File: config.mk
export PLATFORM = sky130hd
export DESIGN_NAME = wbuf_drain_ctl
export DESIGN_NICKNAME = d
export VERILOG_FILES = /design/src/rtl/wbuf_drain_ctl_pkg.sv /design/src/rtl/wbuf_ffz.sv /design/src/rtl/wbuf_drain_ctl.sv
export SDC_FILE = /design/constraint.sdc
export NUM_CORES = 1
export LEC_CHECK = 0
export CORE_MARGIN = 2
export CORE_UTILIZATION = 27
export DETAILED_ROUTE_END_ITERATION = 10
export GPL_ROUTABILITY_DRIVEN = 0
export HOLD_SLACK_MARGIN = 0.15
export PLACE_DENSITY = 0.79
export SLEW_MARGIN = 20
export SYNTH_ARGS = -nofsm -noshare
export SYNTH_HDL_FRONTEND = slang
export SYNTH_HIERARCHICAL = 1
export SYNTH_SLANG_ARGS = --single-unit
export TNS_END_PERCENT = 1
File: constraint.sdc
create_clock -name CLOCKI -period 2.31 [get_ports CLOCKI]
set_clock_uncertainty 0.2 [all_clocks]
set_input_delay 0.3465 -clock CLOCKI [delete_from_list [all_inputs] [get_ports CLOCKI]]
set_output_delay 0.3465 -clock CLOCKI [all_outputs]
set_load 0.02 [all_outputs]
File: src/rtl/wbuf_drain_ctl_pkg.sv
`default_nettype none
// ============================================================================
// Module  : wbuf_drain_ctl_pkg
// Brief   : Shared types for the write-buffer drain controller. The drain FSM
//           encoding matches the encoding used by the bus-side blocks.
// Revision: 1.0 - initial release
// ============================================================================
package wbuf_drain_ctl_pkg;

  // Drain FSM states; encodings are shared with the bus-side logic.
  typedef enum logic [1:0] {
    ST_IDLE    = 2'b00,
    ST_REQ     = 2'b01,
    ST_BACKOFF = 2'b10
  } wbuf_state_e;

endpackage
`default_nettype wire

File: src/rtl/wbuf_ffz.sv
`default_nettype none
// ============================================================================
// Module  : wbuf_ffz
// Brief   : Combinational find-first-zero. Returns a one-hot vector that marks
//           the lowest clear bit of i_vec. The result is all zero when i_vec is
//           all ones.
// Revision: 1.0 - initial release
// ============================================================================
module wbuf_ffz #(
  parameter int DEPTH = 4
) (
  input  logic [DEPTH-1:0] i_vec,
  output logic [DEPTH-1:0] o_onehot
);

  localparam logic [DEPTH-1:0] c_ONE = {{(DEPTH-1){1'b0}}, 1'b1};

  // Adding one carries through the trailing ones and sets the first zero.
  // Masking with ~i_vec keeps only that newly set bit.
  always_comb begin
    o_onehot = ~i_vec & (i_vec + c_ONE);
  end

endmodule
`default_nettype wire

File: src/rtl/wbuf_drain_ctl.sv
`default_nettype none
// ============================================================================
// Module  : wbuf_drain_ctl
// Brief   : Control and drain end of the write-buffer FIFO. It tracks the
//           valid bits, drives the datapath load and shift controls, and pops
//           the head entry onto the local bus with a req/ack/retry handshake.
//           It also qualifies raw compare hits for hazard detection.
// Revision: 1.0 - initial release
// ============================================================================
module wbuf_drain_ctl
  import wbuf_drain_ctl_pkg::*;
#(
  parameter int DEPTH     = 4,
  parameter int WIDTH     = 32,
  parameter int RETRY_DLY = 3,
  parameter int RCNT_W    = 2
) (
  input  logic             CLOCKI,
  input  logic             RESET_D1_R_N,
  input  logic             PUSHI,
  output logic             PUSH_ACKO,
  output logic             FULLO,
  output logic             EMPTYO,
  output logic [DEPTH-1:0] VALIDO,
  output logic             SHIFTO,
  input  logic [WIDTH-1:0] HEADI,
  input  logic [DEPTH-1:0] HITI,
  output logic             HITANYO,
  output logic             BREQO,
  output logic [WIDTH-1:0] BDATAO,
  input  logic             BACKI,
  input  logic             BRETRYI,
  input  logic             BERRI,
  output logic             ERRO,
  input  logic             FLUSHI,
  output logic             FLUSH_DONEO
);

  localparam logic [RCNT_W-1:0] c_RETRY_DLY = RCNT_W'(RETRY_DLY);
  localparam logic [RCNT_W-1:0] c_CNT_ONE   = RCNT_W'(1);

  wbuf_state_e       r_state;
  wbuf_state_e       w_state_nxt;
  logic [RCNT_W-1:0] r_cnt;
  logic [RCNT_W-1:0] w_cnt_nxt;
  logic [DEPTH-1:0]  r_valid;
  logic [DEPTH-1:0]  w_valid_nxt;
  logic [DEPTH-1:0]  w_valid_shf;
  logic [DEPTH-1:0]  w_slot;
  logic              r_err;
  logic              w_err_set;
  logic              w_shift;
  logic              w_breq;
  logic              w_push_ack;

  // Slot for an incoming push is the lowest empty entry after any pop.
  wbuf_ffz #(
    .DEPTH (DEPTH)
  ) u_ffz (
    .i_vec    (w_valid_shf),
    .o_onehot (w_slot)
  );

  // A push while full is refused even during a pop: the datapath holds its
  // last slot whenever that slot is valid.
  always_comb begin
    w_push_ack  = PUSHI & ~r_valid[DEPTH-1];
    w_valid_shf = w_shift ? {1'b0, r_valid[DEPTH-1:1]} : r_valid;
    w_valid_nxt = w_valid_shf | (w_push_ack ? w_slot : '0);
  end

  // Next-state and handshake decode; bus responses are only honoured in REQ.
  always_comb begin
    w_state_nxt = r_state;
    w_cnt_nxt   = r_cnt;
    w_shift     = 1'b0;
    w_breq      = 1'b0;
    w_err_set   = 1'b0;
    unique case (r_state)
      ST_IDLE: begin
        if (r_valid[0]) w_state_nxt = ST_REQ;
      end
      ST_REQ: begin
        w_breq = 1'b1;
        if (BERRI) begin
          w_shift     = 1'b1;
          w_err_set   = 1'b1;
          w_state_nxt = ST_IDLE;
        end else if (BACKI) begin
          w_shift     = 1'b1;
          w_state_nxt = r_valid[1] ? ST_REQ : ST_IDLE;
        end else if (BRETRYI) begin
          w_cnt_nxt   = c_RETRY_DLY;
          w_state_nxt = ST_BACKOFF;
        end
      end
      ST_BACKOFF: begin
        w_cnt_nxt = r_cnt - c_CNT_ONE;
        if (r_cnt == c_CNT_ONE) w_state_nxt = ST_REQ;
      end
      default: begin
        w_state_nxt = ST_IDLE;
      end
    endcase
  end

  // State, back-off counter, valid vector and error pulse registers.
  always_ff @(posedge CLOCKI) begin
    if (!RESET_D1_R_N) begin
      r_state <= ST_IDLE;
      r_cnt   <= '0;
      r_valid <= '0;
      r_err   <= 1'b0;
    end else begin
      r_state <= w_state_nxt;
      r_cnt   <= w_cnt_nxt;
      r_valid <= w_valid_nxt;
      r_err   <= w_err_set;
    end
  end

  // Output mapping; bus data is forced to zero while no request is up.
  always_comb begin
    PUSH_ACKO   = w_push_ack;
    FULLO       = r_valid[DEPTH-1];
    EMPTYO      = ~r_valid[0];
    VALIDO      = r_valid;
    SHIFTO      = w_shift;
    HITANYO     = |(HITI & r_valid);
    BREQO       = w_breq;
    BDATAO      = w_breq ? HEADI : '0;
    ERRO        = r_err;
    FLUSH_DONEO = FLUSHI & ~r_valid[0] & (r_state == ST_IDLE);
  end

endmodule
`default_nettype wire

==> impl_metrics.toml, run 1 <==
[run_status]
status = "completed"

[final_layout]
syn2layout_area_growth_pct = 125
antenna_cells = 0
fill_cells = 235
stdcell_count = 215
nNetsFinal = 229
drive_above_1_share = 0.0870

[logic_synthesis]
synthTopCellsByArea = "and2_1 26%, dfxtp_1 23%, o211ai_1 3.9%"
synthCells = 96
ys_seq_elements = 9
synth_area_um2 = 773
ys.flop_type = "dfxtp_1"
synth_common_cells = "32 x and2_1, 9 x dfxtp_1"
yosysSeqAreaShare = 0.233
synth_edf_count = 0
syn_avg_cell_area_um2 = 8.05
synth_area_leader_cell = "and2_1"
synthArstFlopShare = 0
yosysTopAreaCellShare = 0.259
ys_warn_count = 6
synthDistinctLibCells = 32
syn-num-nets = 140
synth_most_common_cell = "and2_1"

[setup_path]
critPathTopFamily = "buffers and inverters"
critical_path_buf_inv_count = 2
worstPathCellList = "nand2b_4 > inv_8 > and2_1 > clkdlybuf4s50_1"
cp_max_fo = 36
cp.depth = 4
r2r_cells = 7
crit_required_ps = 1760
critical-path-max-stage-delay_ps = 600
worst_ep_arrival_time_ps = 1690
cp-end-kind = "output port"
criticalPathCategory = "reg -> out"
cp_slowest_cell = "clkdlybuf4s50_1"
crit_path_start_kind = "register"

[timing]
hold_viol = 0
rsz0062_at_grt = "false"
fmax_mhz = 446
maxSlewViolCount = 0
slew_headroom = 0.785
setup_total_negative_slack_ps = 0
setup_viol = 0
fin_crit_sh = 0.970
tightest_slew_ps = 318
fin_crit_ps = 2240

[placed_design]
io_buffers = 86
dpl.hpwl_um = 2380
dp.cells = 211

[clocking]
cts_sinks = 9
cts_buffers = 3
h-tree-depth = 1
cts-root-buf = "clkbuf_4"
hold_buffers = 0
clock_latency_ps = 260
cts.repair_timing.setup_buffer_count = 0
cts_buffer_depth = 2
clk_pin_slew_ps = 60
cts_tree = "built"

[floorplanning]
rows = 19
die_area_um2 = 3310
die_height_um = 57.5
start_util = 0.283
core_area_um2 = 2730
io_pins = 87
die_x_um = 57.5

[grt]
grt_pass1_wl_um = 4560
grt_pass1_vias = 1012
overflow = 0
antenna_found_initial = 0
grt_max_degree = 37
grt_usage = 0.177

[worst_hold_path]
hold_depth = 2
worstHoldPathType = "reg -> reg"

[drt]
totalWireLength_um = 2910
vias_per_cell = 4.55
vias = 979
wl_per_cell_um = 13.5
drcViolationCount = 0
first_pass_iters = 3
drt_iter0_markers = 9
ant_nets = 0

[pwr]
leakage_nw = 1.05
power_density_nw_per_um2 = 370
ir_drop_mv = 0.269

[run]
max_cap_violations = 0
## final cells by class
cell class / count / area (um2) / area share
inverters: 6 / 32.5 / 0.0187
flip-flops and latches: 9 / 181 / 0.104
well taps: 31 / 38.8 / 0.0223
multi-input cells: 76 / 542 / 0.311
repair buffers: 89 / 920 / 0.528
clock buffers: 4 / 26.3 / 0.0151
## final timing paths
kind	slack (ps)	startpoint	end
max	70	r_state[1]	BDATAO[31]
min	340	r_cnt[1]	r_cnt[1]
max reg2reg	470	r_state[1]	VALIDO[2]
min reg2reg	340	r_cnt[1]	r_cnt[1]
## tightest hold or removal path, stage by stage (launching register included)
cell      delay (ps)
dfxtp_1          310
mux2i_1          120
a21boi_1          70
## logic make-up after synthesis
kind of cell	synth area share
xor gates and xnor gates	0.0113
AOI/OAI and AO/OA	0.134
buffers and inverters	0.0663
and+or+nand+nor	0.464
adders and majority gates	0.0162
muxes	0.0744
DFF	0.233
## metal layers
layer | track usage | routed length (um) | up-vias
met4 | 0.0565 | 36 | 0
met5 | 0 | 0 | -
met2 | 0.331 | 1670 | 38
li1 | - | - | 495
met3 | 0.0658 | 228 | 4
met1 | 0.178 | 972 | 442
## report_power, final
group / internal (mW) / total [mW] / switching (mW)
clock: 0.0666 / 0.121 / 0.0546
combinational: 0.187 / 0.344 / 0.158
sequential: 0.166 / 0.179 / 0.0133
total: 0.419 / 0.644 / 0.225
## metrics by stage
stage / instance area, um2 / worst slack [ps] / util / power (mW) / hold WS (ps)
after detailed placement: 1670 / 62.2 / 0.611 / 0.540 / 334
after global placement: 1670 / 83.9 / 0.611 / 0.533 / 330
final: 1740 / 69.6 / 0.637 / 0.644 / 341
after CTS: 1690 / 22.5 / 0.618 / 0.658 / 343
after floorplan: 773 / 596 / - / 0.342 / 292
after global routing: 1740 / 4.52 / 0.637 / 0.680 / 399
## sequential cells by signal (all words and copies together) (netlist names)
| register | cells |
|---|---|
| ERRO | 1 |
| VALIDO | 4 |
| r_cnt | 2 |
| r_state | 2 |
## layout by cell type, fill, tap and decap left out, drive strengths merged, types with 3 or more instances in the layout
| cell type | instances |
|---|---|
| a21boi | 4 |
| and2 | 32 |
| buf | 3 |
| clkbuf | 4 |
| clkdlybuf4s50 | 55 |
| dfxtp | 9 |
| dlygate4sd2 | 11 |
| dlymetal6s2s | 20 |
| inv | 6 |
| mux2 | 3 |
| nand2 | 4 |
| nand2b | 3 |
| nand3 | 3 |
| nor2b | 4 |
| o211ai | 4 |
## timing repair
action                     4_1_cts  5_1_grt
resized for setup               13       21
pin swaps                        0        0
cloned                           0        0
setup endpoints to repair       33       22
Power figures use the tool's default switching activity.
==> inputs of run 2 (changes only) <==
--- a/config.mk
+++ b/config.mk
@@ -5,12 +5,14 @@
 export SDC_FILE = /design/constraint.sdc
 export NUM_CORES = 1
 export LEC_CHECK = 0
+export CELL_PAD_IN_SITES_DETAIL_PLACEMENT = 0
+export CELL_PAD_IN_SITES_GLOBAL_PLACEMENT = 2
 export CORE_MARGIN = 2
-export CORE_UTILIZATION = 27
+export CORE_UTILIZATION = 12
 export DETAILED_ROUTE_END_ITERATION = 10
 export GPL_ROUTABILITY_DRIVEN = 0
 export HOLD_SLACK_MARGIN = 0.15
-export PLACE_DENSITY = 0.79
+export PLACE_DENSITY_LB_ADDON = 0.1
 export SLEW_MARGIN = 20
 export SYNTH_ARGS = -nofsm -noshare
 export SYNTH_HDL_FRONTEND = slang
==> constraint.sdc (replaced) <==
create_clock -name CLOCKI -period 2.3 [get_ports CLOCKI]
set_clock_uncertainty 0.2 [all_clocks]
set_input_delay 0.345 -clock CLOCKI [delete_from_list [all_inputs] [get_ports CLOCKI]]
set_output_delay 0.345 -clock CLOCKI [all_outputs]
set_load 0.02 [all_outputs]
==> run 2 against run 1 <==
Design area is 6.2% higher. Wire length is 6.5% higher. Flip-flop and latch count stayed put. Sequential share of layout area decreased by 0.67 points. Clock power rose by 55%. Register-to-register slack worse by 40 ps. Final cell count increased by 21%. Core utilization decreased by 34 points. Sequential power is essentially flat. Global-route usage is 9.0 points lower. Largest power group unchanged. Via count decreased by 1.2%. Critical path type unchanged. Combinational power increased by 1%.
==> impl_metrics.toml, run 2 (synthesis results as in run 1) <==
[drt]
totalWireLength_um = 3100
vias_per_cell = 3.70
ant_nets = 0
first_pass_iters = 3
vias = 967
wl_per_cell_um = 11.9
drt_iter0_markers = 34
drcViolationCount = 0

[clocking]
cts_buffers = 3
cts_sinks = 9
cts_tree = "built"
hold_buffers = 0
cts-root-buf = "clkbuf_8"
clock_latency_ps = 230
h-tree-depth = 1
cts_buffer_depth = 2
clk_pin_slew_ps = 50

[setup_path]
worst_ep_arrival_time_ps = 1680
cp_slowest_cell = "clkdlybuf4s50_1"
cp_max_fo = 36
worstPathCellList = "nand2b_4 > inv_8 > and2_1 > clkdlybuf4s50_1"
cp-end-kind = "output port"
crit_path_start_kind = "register"
crit_required_ps = 1750
timing.rr.start = "r_state[1]"
critical-path-max-stage-delay_ps = 590
criticalPathCategory = "reg -> out"
critPathLaunch = "r_state[0]"

[grt]
grt_pass1_wl_um = 4910
overflow = 0
grt_usage = 0.0870
antenna_found_initial = 0
grt_max_degree = 37
grt_pass1_vias = 1011

[pwr]
swShare = 0.330
power_uw = 716
power_frac_seq = 0.252
power_density_nw_per_um2 = 387
p_int_uw = 479
p_clk_frac = 0.262
ir_drop_mv = 0.158
power_frac_comb = 0.486
leakage_nw = 1.18
p_sw_uw = 236

[floorplanning]
core_area_um2 = 6280
die_x_um = 84.3
die_area_um2 = 7100
rows = 29
start_util = 0.123
io_pins = 87
die_height_um = 84.3

[final_layout]
regArea_um2 = 180
antenna_cells = 0
syn2layout_area_growth_pct = 139
final_cell_mix = "54 x clkdlybuf4s50_1, 32 x and2_1, 29 x dlymetal6s2s_1"
nNetsFinal = 229
final_common_cell = "clkdlybuf4s50_1"
multi_input_area_um2 = 542
drive_above_1_share = 0.0815
largest_register_ffs = 4
stdcell_count = 261
fill_cells = 677

[timing]
hold_viol = 0
maxSlewViolCount = 0
fin_crit_ps = 2230
fmax_mhz = 449
tightest_slew_ps = 315
setup_viol = 0
hold_slack_ps = 349
fin_crit_sh = 0.968
setup_total_negative_slack_ps = 0
rsz0062_at_grt = "true"
worst_slack_ps = 72.9
slew_headroom = 0.790

[placed_design]
dpl.hpwl_um = 2600
io_buffers = 86
dp.cells = 257
pre_cts_ws_ps = 39.1

[worst_hold_path]
worstHoldStart = "r_cnt[1]"
worstHoldPathType = "reg -> reg"

[run]
max_cap_violations = 0

[run_status]
status = "completed"
==> run 2: through the flow <==
stage / area, um2 / util
after global placement: 1730 / 0.275
after global routing: 1850 / 0.294
after CTS: 1780 / 0.283
final: 1850 / 0.294
after floorplan: 773 / -
after detailed placement: 1730 / 0.275
==> run 2: power by group through the flow <==
stage / sequential, mW / clock, mW / combinational, mW
final: 0.181 / 0.188 / 0.348
after global routing: 0.183 / 0.205 / 0.374
after global placement: 0.184 / 0 / 0.361
after CTS: 0.181 / 0.199 / 0.361
after detailed placement: 0.185 / 0 / 0.360
after floorplan: 0.188 / 0 / 0.156
==> run 2: area by class of cell <==
cell class                      count  share of cell area
Sequential cell                     9              0.0975
Inverter                            6              0.0176
Clock buffer                        4              0.0244
Tap cell                           77              0.0521
Multi-Input combinational cell     76               0.293
Timing Repair Buffer               89               0.515
==> run 2: worst max-delay path: cells and delay by family (launching register included) <==
| kind | cells | cell delay [ps] |
|---|---|---|
| buf+inv | 2 | 750 |
| flops | 1 | 410 |
| simple gates | 2 | 270 |
==> run 2: final timing paths <==
path	end	slack, ps	depth (start not counted)
setup / recovery	BDATAO[21]	70	4
hold / removal	r_cnt[1]	350	2
setup reg to reg	VALIDO[2]	430	7
hold reg to reg	r_cnt[1]	350	2
==> run 2: routing by layer <==
layer / track usage / part of all wire
met5: 0 / 0
met4: 0.0352 / 0.0078
met3: 0.0216 / 0.055
met2: 0.166 / 0.57
met1: 0.0899 / 0.37
==> run 2: what timing repair did <==
| action | 4_1_cts | 5_1_grt |
|---|---|---|
| buffers inserted | 0 | 0 |
| endpoints found under the setup margin | 33 | 30 |
| gates resized for setup | 5 | 29 |
